### config.mk
export PLATFORM = sky130hd
export DESIGN_NAME = mem_req_ctrl
export DESIGN_NICKNAME = d
export VERILOG_FILES = /design/src/rtl/mem_req_ctrl.sv
export SDC_FILE = /design/constraint.sdc
export NUM_CORES = 1
export LEC_CHECK = 0
export CORE_MARGIN = 5
export CORE_UTILIZATION = 39
export DETAILED_ROUTE_END_ITERATION = 10
export PLACE_DENSITY = 0.95
export SETUP_SLACK_MARGIN = 0.05
export SKIP_CTS_REPAIR_TIMING = 1
export SLEW_MARGIN = 5
export SYNTH_ARGS = -nofsm -noshare
export SYNTH_HDL_FRONTEND = slang
export SYNTH_SLANG_ARGS = --single-unit
export TNS_END_PERCENT = 5
### constraint.sdc
create_clock -name clk -period 6.5 [get_ports clk]
set_clock_uncertainty 0.1 [all_clocks]
set_input_delay 1.3 -clock clk [delete_from_list [all_inputs] [get_ports clk]]
set_output_delay 1.3 -clock clk [all_outputs]
set_load 0.02 [all_outputs]
### src/rtl/mem_req_ctrl.sv
// Request/response initiator for the single-port synchronous memory: single and burst reads/writes.
// Optional start-address bounds check is enabled by defining MEM_BOUNDS_CHK_EN.
//
// state | meaning
// IDLE  | waiting for a request; no memory access
// WRITE | one memory write per write-data handshake
// READ  | one memory read issued per cycle

module mem_req_ctrl #(
  parameter int MEM_SIZE = 256,
  parameter int LEN_W    = 4
) (
  input  logic             clk,
  input  logic             rst,
  input  logic             req_valid,
  output logic             req_ready,
  input  logic             req_we,
  input  logic [31:0]      req_addr,
  input  logic [LEN_W-1:0] req_len,
  input  logic             wr_valid,
  output logic             wr_ready,
  input  logic [31:0]      wr_data_in,
  output logic             rsp_valid,
  output logic [31:0]      rsp_data,
  output logic             rsp_last,
  output logic             busy,
  output logic             err,
  output logic [31:0]      mem_addr,
  output logic [31:0]      mem_wr_data,
  output logic             mem_we,
  output logic             mem_re,
  input  logic [31:0]      mem_rd_data
);

  typedef enum logic [1:0] {IDLE, WRITE, READ} state_t;

  localparam logic [31:0] LAST_ADDR = 32'(MEM_SIZE - 1);

  state_t             state;
  state_t             state_nxt;
  logic [31:0]        cur_addr;
  logic [31:0]        addr_nxt;
  logic [LEN_W-1:0]   beat_cnt;
  logic               accept;
  logic               start;
  logic               wr_hs;
  logic               last_beat;
  logic               req_oob;

`ifdef MEM_BOUNDS_CHK_EN
  logic err_q;

  assign req_oob = (req_addr >= 32'(MEM_SIZE));

  always_ff @(posedge clk) begin
    if (rst) err_q <= 1'b0;
    else     err_q <= accept && req_oob;
  end

  assign err = err_q;
`else
  assign req_oob = 1'b0;
  assign err     = 1'b0;
`endif

  assign accept    = req_valid && req_ready;
  assign start     = accept && !req_oob;
  assign wr_hs     = wr_valid && wr_ready;
  assign last_beat = (beat_cnt == '0);
  // Wrap only at the top word; an out-of-range address just keeps incrementing.
  assign addr_nxt  = (cur_addr == LAST_ADDR) ? 32'd0 : cur_addr + 32'd1;
  assign busy      = (state != IDLE);
  assign mem_addr  = cur_addr;
  assign rsp_data  = mem_rd_data;

  always_ff @(posedge clk) begin
    if (rst) state <= IDLE;
    else     state <= state_nxt;
  end

  always_comb begin
    state_nxt = state;
    case (state)
      IDLE:    if (start) state_nxt = req_we ? WRITE : READ;
      WRITE:   if (wr_hs && last_beat) state_nxt = IDLE;
      READ:    if (last_beat) state_nxt = IDLE;
      default: state_nxt = IDLE;
    endcase
  end

  always_comb begin
    req_ready   = 1'b0;
    wr_ready    = 1'b0;
    mem_we      = 1'b0;
    mem_re      = 1'b0;
    mem_wr_data = 32'd0;
    case (state)
      IDLE:  req_ready = !rst;
      WRITE: begin
        wr_ready    = !rst;
        mem_we      = wr_valid && !rst;
        mem_wr_data = wr_data_in;
      end
      READ:  mem_re = !rst;
      default: ;
    endcase
  end

  always_ff @(posedge clk) begin
    if (rst) begin
      cur_addr <= 32'd0;
      beat_cnt <= '0;
    end else begin
      case (state)
        IDLE: if (start) begin
          cur_addr <= req_addr;
          beat_cnt <= req_len;
        end
        WRITE: if (wr_hs) begin
          cur_addr <= addr_nxt;
          if (!last_beat) beat_cnt <= beat_cnt - LEN_W'(1);
        end
        READ: begin
          cur_addr <= addr_nxt;
          if (!last_beat) beat_cnt <= beat_cnt - LEN_W'(1);
        end
        default: ;
      endcase
    end
  end

  // Response pipeline is decoupled from the FSM so the next request can overlap it.
  always_ff @(posedge clk) begin
    if (rst) begin
      rsp_valid <= 1'b0;
      rsp_last  <= 1'b0;
    end else begin
      rsp_valid <= mem_re;
      rsp_last  <= mem_re && last_beat;
    end
  end

endmodule

Yosys cells after proc, flatten, opt, wreduce, memory -nomap -nowiden

Cells that the tools add are included.

Eq/ne operators: 7
Multiplexer cells: 18
Reduce and logical (&&, ||, !) cells: 12
$add $sub $neg: 2

Operators with widths:

| kind                  | count |
|---|---|
| $mux 32               | 4 |
| $pmux 32 s3           | 1 |
| $add 32x1->32 const B | 1 |
| $eq 32x8->1 const B   | 1 |
| $mux 4                | 3 |
| $pmux 4 s3            | 1 |
| $mux 2                | 4 |
| $ne 2x2->1 const B    | 4 |
| $pmux 2 s3            | 1 |
| $reduce_and 3->1      | 2 |
| $logic_and 1x1->1     | 5 |
| $logic_not 4->1       | 1 |
| $mux 1                | 4 |
| $sub 4x1->4 const B   | 1 |
| $reduce_bool 3->1     | 1 |
| $eq 2x1->1 const B    | 1 |
| $eq 2x2->1 const B    | 1 |
| $logic_not 2->1       | 1 |
| $reduce_bool 2->1     | 1 |
| $logic_not 1->1       | 1 |

Output and inout port bits: 104
Bits in registers: 40
Input bits: 105
Logic and storage cells: 44

Longest topological paths before layout

Depth after elaboration: 6
Mapped depth: 10
Depth with buffers taken out: 8

Worst setup path after synthesis

OpenSTA, ideal clock, no wires.

Kind: in2out
From: in rst
To: out req_ready
Setup slack: 2.832 ns
Data arrival time: 2.268 ns
Path buffers: 3
Stages on the path: 4
Required time: 5.100 ns
Path through: clkbuf_1 -> clkbuf_1 -> buf_1 -> nor2_1

Word-level cells in the longest chain between the ends: 2

Ends and longest elaborated chain:

| what            | RTL line | RTL |
|---|---|---|
| start, declared | 14       | `input logic rst,` |
| $logic_not 1->1 | 98       | `IDLE: req_ready = !rst;` |
| $mux 1          | 97       | `case (state)` |
| end, declared   | 16       | `output logic req_ready,` |

Every way passes these cells.

Worst setup path in the final report

From: in rst
To: out mem_we

Word-level cells in the longest chain between the ends: 3

Ends and longest elaborated chain:

| what              | RTL line | RTL |
|---|---|---|
| $logic_not 1->1   | 101      | `mem_we = wr_valid && !rst;` |
| $logic_and 1x1->1 | 101      |  |
| $mux 1            | 97       |  |
| end, declared     | 30       | `output logic mem_we,` |

Every way passes these cells.

==> summary by stage <==
Power and ir drop
For this design the ratio of total power to cell area is 277 nW/um^2. The static power due to leakage is 0.00151 uW. The largest vdd supply drop is 140 uV.

Clock tree
Counting every sink on the clock net gives 40. Counting along the longest clock path gives a buffer depth of 2. The clock transition at the register clock pins on the worst setup and hold paths after CTS is 0.08 ns. TritonCTS built the clock tree. The maximum level of the CTS H-tree is 2. The total clock buffers created by CTS is 5. The later pin in the worst-skew pair is clocked with a latency of 0.31 ns. The buffer cell driving the clock tree root is sky130_fd_sc_hd__clkbuf_8.

STA
Setup repair after global routing left no endpoint under its margin. In the finished design, the share of the clock period the worst path needs comes to 68.1%. The maximum operating frequency is 226 MHz. The slew of the pin with the lowest slew margin is 0.973 ns. The sum of negative setup slack is 0 ns. The count of final max-slew check failures is 0. The clock period minus worst slack is 4.43 ns.

The setup violation total in the final timing report is 0. The final hold slack is 0.429 ns. Measured against its own limit, the worst slew margin works out to 34.9%. The hold violation total from the final report is 0.

Floorplanning
In this run the standard cell core region covers 7730 sq um. The die covers 9810 sq um. In this run the core area contains 32 standard-cell rows. The effective utilization at floorplan is 40.0%. 209 I/O pins were placed.

The width of the die is 99.0 um. The overall die height is 99.0 um.

Detailed routing
The first detailed-routing pass took 5 iterations. The routed via count divided by cell count is 5.70. Summed over all nets, wire length on met2 after detailed routing comes to 5.11 mm. The number of DRC markers after the initial detailed-route iteration is 237. In this run the remaining antenna-violating nets after routing total 0. The total met3 wirelength after detailed routing is 1.02 mm. The number of remaining DRC errors is 0. The final layout contains routed wiring with a total length of 10.7 mm.

After detailed routing, the wire length on met1 is 4.36 mm. The uppermost layer routed is met4. The total number of vias is 3,605. Dividing the detail-routed wire length by the instance count gives 16.8 um.

GRT
Summed over all layers, the global routing overflow is 0. Entering global routing, the biggest net connects 49 pins. The via count of the first global-routing pass was 3,445. For this run, the total global-route usage over all layers was measured as 21.3%.

The number of antenna violations at the first check in global routing is 0. The first global-routing pass estimated 17.4 mm of wire.

Finish
The filler cell count is 693. The area used by sequential logic in the layout is 801 sq um. In the layout the commonest cells are 143 x sky130_fd_sc_hd__clkdlybuf4s50_1, 43 x sky130_fd_sc_hd__nand2_1, 40 x sky130_fd_sc_hd__dfxtp_1, 35 x sky130_fd_sc_hd__o21ai_0, 34 x sky130_fd_sc_hd__and2_1. Leaving out fill and tap cells, the most frequent cell in the layout is sky130_fd_sc_hd__clkdlybuf4s50_1. The count of antenna diodes in the layout is 0. The footprint of the multi-input gates is 1880 sq um. The layout overhead on the synthesized area is 42.9%. The total number of nets in the final design is 641. In the final layout, the share of cells above drive strength 1 is 3.58%.

Yosys
The share of the yosys chip area belonging to registers is 25.9%. Counting distinct cell types in the post-synthesis netlist gives 51. The most used flip-flop cell after synthesis is sky130_fd_sc_hd__dfxtp_1. The number of nets in the synthesized netlist is 547. The post-synthesis register bit count is 40. The synthesized area divided by synthesized cell count is 7.09 sq um. The synthesized netlist occupies a cell area of 3090 sq um. The Yosys step of the flow raised 0 warnings. The synthesized design contains 0 enable-type register cells. Synthesis produced 436 cells. The post-synthesis async set-or-reset flop share is 0%.

Critical path
STA classifies the critical path startpoint as an input port. The worst endpoint data arrival time is 3.03 ns. The reg-to-reg startpoint is state[1]. The worst setup path is of the input port to output pin kind.

For the worst flop-to-flop path, the logic depth is 7. The endpoint class of the critical path is an output pin. The peak fanout along the critical path is 48. The slack of the worst reg-to-reg path is 3.25 ns. The required arrival time at the worst endpoint is 5.10 ns.

The endpoint of the lowest-slack register-to-register path is mem_addr[28].

Placed design
The HPWL after detailed placement is 8.06 mm. Port buffering added 143 buffers. The global placer's final weighted congestion is 0.941.

Hold path
The min-delay analysis places its worst path in the category flop to flop. Along the worst hold path, the cell count comes to 2. The startpoint identified for the worst hold timing path is beat_cnt[2].

The endpoint of the worst hold-timing path is beat_cnt[2].

Run status
The run finished with clean final reports.

Run
Max-cap violations in this run came to 0.
## cell families after synthesis
group	after synthesis	share of synthesized area (%)
AND/OR/NAND/NOR	208	35.9
adder cells (fa/ha/maj)	6	2.43
flip-flops	40	25.9
AO/OA/AOI/OAI	105	21.5
buffers and inverters	76	14.1
other	1	0.121
## per-layer routing
metal | vias up | global-route usage [%]
li1 | 1721 | -
met3 | 20 | 6.58
met2 | 199 | 34.5
met5 | - | 0
met4 | 0 | 7.14
met1 | 1665 | 26.9
## cells in the mapped netlist, types with 2 or more instances
cell type	n	share of area, %
sky130_fd_sc_hd__nand2_1	43	5.2
sky130_fd_sc_hd__dfxtp_1	40	26
sky130_fd_sc_hd__buf_4	35	8.5
sky130_fd_sc_hd__o21ai_0	35	5.7
sky130_fd_sc_hd__and2_1	34	6.9
sky130_fd_sc_hd__nor2_1	33	4.0
sky130_fd_sc_hd__a21oi_1	27	4.4
sky130_fd_sc_hd__nand3_1	18	2.9
sky130_fd_sc_hd__clkbuf_1	17	2.1
sky130_fd_sc_hd__inv_1	16	1.9
sky130_fd_sc_hd__nor3_1	15	2.4
sky130_fd_sc_hd__nor4_1	12	2.4
sky130_fd_sc_hd__a22oi_1	11	2.7
sky130_fd_sc_hd__nand4_1	10	2.0
sky130_fd_sc_hd__nor2b_1	10	2.0
sky130_fd_sc_hd__nand2b_1	8	1.6
sky130_fd_sc_hd__ha_1	6	2.4
sky130_fd_sc_hd__and4_1	5	1.4
sky130_fd_sc_hd__o32ai_1	5	1.4
sky130_fd_sc_hd__buf_2	4	0.65
sky130_fd_sc_hd__or3_1	4	0.81
sky130_fd_sc_hd__or4_1	4	0.97
sky130_fd_sc_hd__a221oi_1	3	0.85
sky130_fd_sc_hd__a31oi_1	3	0.61
sky130_fd_sc_hd__and3_1	3	0.61
sky130_fd_sc_hd__o311ai_0	3	0.85
sky130_fd_sc_hd__a211o_1	2	0.57
sky130_fd_sc_hd__a22o_1	2	0.57
sky130_fd_sc_hd__buf_6	2	0.73
sky130_fd_sc_hd__nor4b_1	2	0.57
sky130_fd_sc_hd__o2bb2ai_1	2	0.57
sky130_fd_sc_hd__o31ai_1	2	0.49
sky130_fd_sc_hd__o41ai_1	2	0.57
## final cells by class
class	instances	share of cell area, %
multi-input cells	320	42.5
clock buffers	6	1.87
well taps	102	2.89
inverters	17	1.44
clock inverters	2	0.227
flip-flops and latches	40	18.1
repair buffers	146	32.9
## where the power goes
part           switching [uW]  leakage (uW)  internal [uW]
clock network            91.6     0.0000510           84.8
logic                     368       0.00113            289
registers                89.4      0.000328            299
## worst max-delay path by stage
stage                     cells past startpoint        end  slack, ns  from
after floorplan                               4  req_ready       2.83   rst
after global placement                        5     mem_we       2.12   rst
after detailed placement                      5     mem_we       2.09   rst
after CTS                                     5     mem_we       2.09   rst
after global routing                          5     mem_we       2.01   rst
final                                         5     mem_we       2.07   rst
## stage by stage
step                area [sq um]  total power (uW)  std cells  worst slack [ns]  utilization [%]
floorplan                   3090               800        436              2.83                -
global placement            4330              1020        625              2.12             56.0
detailed placement          4330              1040        625              2.09             56.0
CTS                         4420              1220        633              2.09             57.2
global route                4420              1310        633              2.01             57.2
finish                      4420              1220        633              2.07             57.2
## sequential cells by signal (all words and copies together) (netlist names)
name       count
beat_cnt       4
mem_addr      32
rsp_last       1
state          2
rsp_valid      1
## worst max-delay path: stages
cell and delay (ns):
sky130_fd_sc_hd__clkdlybuf4s50_1 0.45, sky130_fd_sc_hd__buf_4 0.42, sky130_fd_sc_hd__nor2b_1 0.13, sky130_fd_sc_hd__and2_1 0.18
sky130_fd_sc_hd__clkdlybuf4s50_1 0.54
No activity file was read; power rests on OpenSTA's default activity.
